$ cat config.mk
export PLATFORM = sky130hd
export DESIGN_NAME = uart_tx_arbiter
export DESIGN_NICKNAME = d
export VERILOG_FILES = /design/src/rtl/uart_pkg.sv /design/src/rtl/rr_pick.sv /design/src/rtl/uart_tx_arbiter.sv
export SDC_FILE = /design/constraint.sdc
export NUM_CORES = 1
export LEC_CHECK = 0
export BUFFER_PORTS_ARGS = -buffer_cell sky130_fd_sc_hd__buf_2
export CAP_MARGIN = 20
export CORE_MARGIN = 2
export CORE_UTILIZATION = 35
export DETAILED_ROUTE_END_ITERATION = 16
export HOLD_SLACK_MARGIN = 0.03
export PLACE_DENSITY = 0.8
export RECOVER_POWER = 25
export SLEW_MARGIN = 20
export SYNTH_ARGS = -nofsm -noshare
export SYNTH_HDL_FRONTEND = slang
export SYNTH_HIERARCHICAL = 1
export SYNTH_SLANG_ARGS = --single-unit
export TNS_END_PERCENT = 50
$ cat constraint.sdc
create_clock -name clk -period 2.3 [get_ports clk]
set_clock_uncertainty 0.15 [all_clocks]
set_input_delay 0.115 -clock clk [delete_from_list [all_inputs] [get_ports clk]]
set_output_delay 0.115 -clock clk [all_outputs]
set_load 0.03 [all_outputs]
$ cat src/rtl/uart_pkg.sv
// Shared UART-side definitions: byte width and the transmit arbiter state encoding.
package uart_pkg;

  localparam int unsigned UART_DATA_BITS = 8;

  typedef enum logic [1:0] {
    ST_IDLE   = 2'd0,
    ST_PACKET = 2'd1,
    ST_GAP    = 2'd2
  } arb_state_e;

endpackage

$ cat src/rtl/rr_pick.sv
// Combinational round-robin picker: first set request scanning last_i+1 upward, wrapping mod N.
module rr_pick #(
  parameter int unsigned N    = 4,
  parameter int unsigned IdxW = $clog2(N)
) (
  input  logic [N-1:0]    req_i,
  input  logic [IdxW-1:0] last_i,
  output logic [IdxW-1:0] idx_o,
  output logic            any_o
);

  always_comb begin
    idx_o = '0;
    any_o = 1'b0;
    // Walk from the lowest priority to the highest so the nearest candidate wins last.
    for (int i = int'(N); i >= 1; i--) begin
      int              cand;
      logic [IdxW-1:0] cand_idx;
      cand     = (int'(last_i) + i) % int'(N);
      cand_idx = cand[IdxW-1:0];
      if (req_i[cand_idx]) begin
        idx_o = cand_idx;
        any_o = 1'b1;
      end
    end
  end

endmodule

$ cat src/rtl/uart_tx_arbiter.sv
// Shares one UART transmitter among NUM_REQ byte streams; packet-granular round-robin with an
// optional post-packet idle gap and eviction of an owner that stalls mid-packet.
module uart_tx_arbiter
  import uart_pkg::*;
#(
  parameter int unsigned NUM_REQ        = 4,
  parameter int unsigned GAP_CYCLES     = 0,
  parameter int unsigned TIMEOUT_CYCLES = 0,
  parameter int unsigned IdxW           = $clog2(NUM_REQ)
) (
  input  logic                                clk,
  input  logic                                rst,
  input  logic [UART_DATA_BITS*NUM_REQ-1:0]   req_data,
  input  logic [NUM_REQ-1:0]                  req_valid,
  input  logic [NUM_REQ-1:0]                  req_last,
  output logic [NUM_REQ-1:0]                  req_ready,
  output logic [UART_DATA_BITS-1:0]           tx_data,
  output logic                                tx_valid,
  input  logic                                tx_ready,
  output logic [IdxW-1:0]                     grant_id,
  output logic                                busy,
  output logic                                timeout_evt
);

  localparam int unsigned GapW = (GAP_CYCLES > 1) ? $clog2(GAP_CYCLES) : 1;
  localparam int unsigned ToW  = (TIMEOUT_CYCLES > 0) ? $clog2(TIMEOUT_CYCLES + 1) : 1;
  localparam logic [GapW-1:0] GapLoad = GapW'((GAP_CYCLES > 0) ? GAP_CYCLES - 1 : 0);
  localparam logic [ToW-1:0]  ToLast  = ToW'((TIMEOUT_CYCLES > 0) ? TIMEOUT_CYCLES - 1 : 0);
  localparam logic [ToW-1:0]  ToMax   = ToW'(TIMEOUT_CYCLES);
  localparam arb_state_e      StAfter = (GAP_CYCLES != 0) ? ST_GAP : ST_IDLE;

  arb_state_e      state_q, state_d;
  logic [IdxW-1:0] grant_q, grant_d;
  logic [GapW-1:0] gap_q, gap_d;
  logic [ToW-1:0]  idle_q, idle_d;

  logic                      pick_any;
  logic [IdxW-1:0]           pick_idx;
  logic                      owner_valid;
  logic                      owner_last;
  logic [UART_DATA_BITS-1:0] owner_data;
  logic                      to_hit;

  rr_pick #(
    .N    (NUM_REQ),
    .IdxW (IdxW)
  ) u_rr_pick (
    .req_i  (req_valid),
    .last_i (grant_q),
    .idx_o  (pick_idx),
    .any_o  (pick_any)
  );

  assign owner_valid = req_valid[grant_q];
  assign owner_last  = req_last[grant_q];
  assign owner_data  = req_data[int'(grant_q) * UART_DATA_BITS +: UART_DATA_BITS];

  // The cycle that would make the idle count reach the limit is the eviction cycle itself.
  assign to_hit = (TIMEOUT_CYCLES != 0) && !owner_valid && (idle_q == ToLast);

  always_ff @(posedge clk) begin
    if (rst) begin
      state_q <= ST_IDLE;
      grant_q <= IdxW'(NUM_REQ - 1);
      gap_q   <= '0;
      idle_q  <= '0;
    end else begin
      state_q <= state_d;
      grant_q <= grant_d;
      gap_q   <= gap_d;
      idle_q  <= idle_d;
    end
  end

  always_comb begin
    state_d     = state_q;
    grant_d     = grant_q;
    gap_d       = gap_q;
    idle_d      = idle_q;
    tx_valid    = 1'b0;
    tx_data     = '0;
    req_ready   = '0;
    timeout_evt = 1'b0;

    unique case (state_q)
      ST_IDLE: begin
        if (pick_any) begin
          grant_d = pick_idx;
          state_d = ST_PACKET;
        end
      end

      ST_PACKET: begin
        if (to_hit) begin
          // Evicted index stays in grant_q, so it drops to lowest priority next round.
          timeout_evt = 1'b1;
          idle_d      = '0;
          gap_d       = GapLoad;
          state_d     = StAfter;
        end else begin
          tx_valid           = owner_valid;
          tx_data            = owner_data;
          req_ready[grant_q] = tx_ready;
          if (owner_valid) begin
            idle_d = '0;
          end else if ((TIMEOUT_CYCLES != 0) && (idle_q != ToMax)) begin
            idle_d = idle_q + 1'b1;
          end
          if (owner_valid && tx_ready && owner_last) begin
            idle_d  = '0;
            gap_d   = GapLoad;
            state_d = StAfter;
          end
        end
      end

      ST_GAP: begin
        if (gap_q == '0) begin
          state_d = ST_IDLE;
        end else begin
          gap_d = gap_q - 1'b1;
        end
      end

      default: state_d = ST_IDLE;
    endcase
  end

  assign grant_id = grant_q;
  assign busy     = (state_q != ST_IDLE);

endmodule
Word-level counts from Yosys, hierarchy flattened
Cells that the tools add are included.
- $add $sub $neg: 5
- order comparisons: 6
- eq/ne operators: 5
- shifts and indexed selects: 1
- mux-type cells: 32
- bitwise gates (word level): 1
- reductions and logical operators: 9
- operator list (kind ; number):
    $shiftx 32x6->8 ; 1
    $lt 2x3->1 const B ; 5
    $mux 1 ; 14
    $mux 2 ; 7
    $bmux 1 s2 ; 6
    $mux 8 ; 1
    $ne 2x2->1 const B ; 3
    $pmux 2 s3 ; 1
    $add 2x1->2 const B ; 2
    $add 2x2->2 const B ; 2
    $and 4x4->4 ; 1
    $mux 4 ; 1
    $reduce_and 2->1 ; 2
    $reduce_bool 2->1 ; 2
    $logic_and 1x1->1 ; 3
    $reduce_and 3->1 ; 1
    $demux 1 s2 ; 1
    $eq 2x1->1 const B ; 1
    $eq 2x2->1 const B ; 1
    $ge 2x1->1 const B ; 1
    $logic_not 2->1 ; 1
    $pmux 1 s2 ; 1
    $sub 1x1->1 const B ; 1
- bits in registers: 5
- input port bits: 43
- output and inout bits: 17
- logic and storage cells: 62

Logic depth before layout (Yosys ltp)
- word-level depth: 9
- mapped depth: 5
- gate-level depth less buffers: 5

Modules after synthesis
Netlist, hierarchy kept.
- by module, submodules not included (module ; instances ; cells each ; area an instance (um^2) ; sequential area each (um^2)):
    uart_tx_arbiter ; 1 ; 45 ; 486.7 ; 60.1
    rr_pick ; 1 ; 14 ; 91.3 ; 0.0

Worst setup path before layout
Ideal clock, no wire load.
- kind: flip-flop to output port
- start point: reg grant_q[0] (netlist: grant_id[0])
- end point: out tx_data[2]
- data arrival time: 1.612 ns
- data required time: 2.035 ns
- slack: 0.423 ns
- stages on the path, launching flop included: 5
- buffers on the path: 2
- path through: dfxtp_1 > buf_6 > buf_12 > mux4_2 > and2_1
- longest elaborated chain between the ends: 2
- RTL lines (item ; RTL line ; text):
    start: declaration ; uart_tx_arbiter.sv:33 ; logic [IdxW-1:0] grant_q, grant_d;
    start signal: assignment ; uart_tx_arbiter.sv:64 ; grant_q <= IdxW'(NUM_REQ - 1);
    start signal: assignment ; uart_tx_arbiter.sv:69 ; grant_q <= grant_d;
    $shiftx 32x6->8 ; uart_tx_arbiter.sv:56 ; assign owner_data = req_data[int'(grant_q) * UART_DATA_BITS +: UART_DATA_BITS];
    $mux 8 ; uart_tx_arbiter.sv:85 ; unique case (state_q)
    end: declaration ; uart_tx_arbiter.sv:17 ; output logic [UART_DATA_BITS-1:0] tx_data,
No other way between the ends.

Worst setup path in the final report
- start point: reg grant_q[1] (netlist: grant_id[1])
- end point: out tx_valid
- longest elaborated chain between the ends: 3
- RTL lines (item ; RTL line ; text):
    $bmux 1 s2 ; uart_tx_arbiter.sv:54 ; assign owner_valid = req_valid[grant_q];
    $mux 1 (not written as such) ; uart_tx_arbiter.sv:54 ;
    $mux 1 ; uart_tx_arbiter.sv:85 ;
    end: declaration ; uart_tx_arbiter.sv:18 ; output logic tx_valid,
No other way between the ends. The select of a mux whose other input is x is not followed.

==> results.yml <==
cells_and_area:
  fin_nets: 163
  antenna_cells: 0
  syn2layout_area_growth_pct: 53.7
  fin_cells: 135
  drive_gt1_share_pct: 57.1
global_routing:
  grt_start_max_net_pins: 20
  antenna_found_initial: 0
  gr-total-overflow: 0
  grt_pass1_wl_um: 2570
  grt_pass1_vias: 643
  grt_usage_pct: 17.5
synthesis:
  post-synth-top-count-cell: "and2_1"
  syn_area_um2: 578
  ys.warnings.count: 6
  synthTopCellsByCount: "and2_1, nor2_1, mux4_2"
  synthArstFlopShare_pct: 0
  synth_top_area_cell: "mux4_2"
  yosys-top-cells-area: "mux4_2, mux4_1, dfxtp_1, and2_1, mux2i_1"
  yosysSeqAreaShare_pct: 10.4
  synth_fp_nets: 102
  synth_top_area_share_pct: 23.4
  ys_dominant_reg_cell: "dfxtp_1"
  synth_cell_types: 27
  synth_seq_cells: 3
  synth.avg_cell_area_um2: 9.80
  synth-edff-count: 0
  synthCells: 59
power_and_ir_drop:
  power.leakage_nw: 0.489
  ir_drop_mv: 0.247
  power.total_w: 0.000403
  power_density_nw_per_um2: 454
floorplanning:
  io_pins: 60
  die_w_um: 44.6
  die_h_um: 44.6
  rows: 14
  start_util_pct: 37.9
  design.core.area_um2: 1520
  dieArea_um2: 1990
route:
  drtPass1Iterations: 4
  vias: 705
  wl_per_cell_um: 13.0
  route.detailed.drc: 0
  routed_via_density: 5.22
  wl_um: 1750
  ant_nets: 0
  drt_iter0_drc: 11
timing:
  setup_tns_ns: 0
  setup_viol: 0
  slew_viol_final: 0
  hold_viol_final: 0
  rsz0062_at_grt: "no"
  fin_crit_sh_pct: 87.0
  max-slew-margin-rel_pct: 55.6
  period_needed_ns: 2.00
  fmax_mhz: 500
  tightest_slew_ns: 0.664
worst_setup_path:
  r2r_end: "grant_id[1]$_SDFFE_PP1P_"
  worst_ep_required_time_ns: 2.04
  crit_path_max_fanout: 19
  r2r_setup_slack_ns: 0.64
  end_kind: "output port"
  worstPathArrival_ns: 1.74
  r2r_start: "grant_id[1]$_SDFFE_PP1P_"
  cp-start-kind: "register"
  reg2regPathDepth: 4
  path_class: "reg -> out"
clock_network:
  clock_latency_ns: 0.24
  clockBufferDepth: 2
  h-tree-depth: 1
  cts_buffers: 3
  ctsRootBufferMaster: "clkbuf_4"
  clk_pin_slew_ns: 0.04
  ctsHoldBuffers: 1
  cts_tree: "done"
  cts-resized-gates: 0
  cts_setup_buffers: 0
  cts.sinks: 3
min_path:
  holdPathEnd: "grant_id[0]$_SDFFE_PP1P_"
  whs_path_depth: 4
  min_from: "req_valid[0]"
  hp-class: "in -> reg"
run_status:
  outcome: "complete, no violations"
placement:
  place_congestion: 0.878
  place_inst: 130
  post-dp-hpwl_um: 1380
  io_buffers: 58
flow_run:
  cap_violations: 0
## layout make-up
class / count / area [um2]
clock buffers: 4 / 26.3
fillers: 152 / 636
inverters: 3 / 11.3
multi-input cells: 48 / 459
flip-flops and latches: 3 / 60.1
well taps: 16 / 20.0
repair buffers: 61 / 312
## worst max-delay path: stages (launching register included)
cell and delay, ns:
dfxtp_1 0.74, mux4_2 0.42, and2_1 0.17, buf_2 0.17
## worst max path at each step
stage | start | endpoint | slack (ns) | depth (start not counted)
finish | grant_id[1]$_SDFFE_PP1P_ | tx_valid | 0.30 | 3
floorplan | grant_id[0]$_SDFFE_PP1P_ | tx_data[2] | 0.42 | 4
detailed placement | grant_id[1]$_SDFFE_PP1P_ | tx_valid | 0.54 | 3
CTS | grant_id[1]$_SDFFE_PP1P_ | tx_valid | 0.29 | 3
global route | grant_id[1]$_SDFFE_PP1P_ | tx_valid | 0.24 | 3
global placement | grant_id[1]$_SDFFE_PP1P_ | tx_valid | 0.60 | 3
## logic make-up after synthesis
group	after synthesis	share of synthesized area, %
and+or+nand+nor	26	24.5
DFF	3	10.4
AOI/OAI and AO/OA	9	12.1
muxes	12	42.2
buffers and inverters	8	10.2
other	1	0.649
## cell usage in the layout, fill, tap and decap left out
cell           instances
dlygate4sd3_1          1
mux4_1                 3
and2b_1                1
a31oi_1                1
o211ai_1               1
mux2i_1                3
nor2b_1                2
nand3_1                1
nand2_1                2
o22ai_1                1
clkbuf_1               4
nand3b_1               1
nor2_1                 7
nand2b_1               3
buf_4                  2
and2_1                 9
o221ai_2               1
a21oi_1                2
dfxtp_1                3
a211o_1                1
inv_1                  3
a21oi_2                1
conb_1                 1
a211oi_1               1
mux4_2                 6
clkbuf_4               3
buf_2                 55
## stage by stage
stage	instance area [um2]	util [%]	hold WS [ns]	setup WS (ns)
floorplan	578	-	0.0378	0.423
global placement	856	56.2	0.174	0.604
finish	888	58.3	0.143	0.298
CTS	892	58.5	0.145	0.289
global route	888	58.3	0.190	0.241
detailed placement	856	56.2	0.170	0.541
## layer usage
layer  global-route usage [%]  share of wire, %  up-vias
met5                        0                 0        -
met4                     9.70               1.8        0
met3                     5.31                14        4
met2                     31.9                50       45
met1                     17.3                34      317
li1                         -                 -      339
## report_power, final
part	internal [W]	total [W]	switching, W
combinational	0.000114	0.000231	0.000117
clock	0.0000654	0.0000978	0.0000325
sequential	0.0000578	0.0000742	0.0000165
total	0.000237	0.000403	0.000166
## flip-flops by register name, indices dropped and copies added, names as in the netlist
name	cells
state_q	1
grant_id	2
No activity file was read; power rests on OpenSTA's default activity.
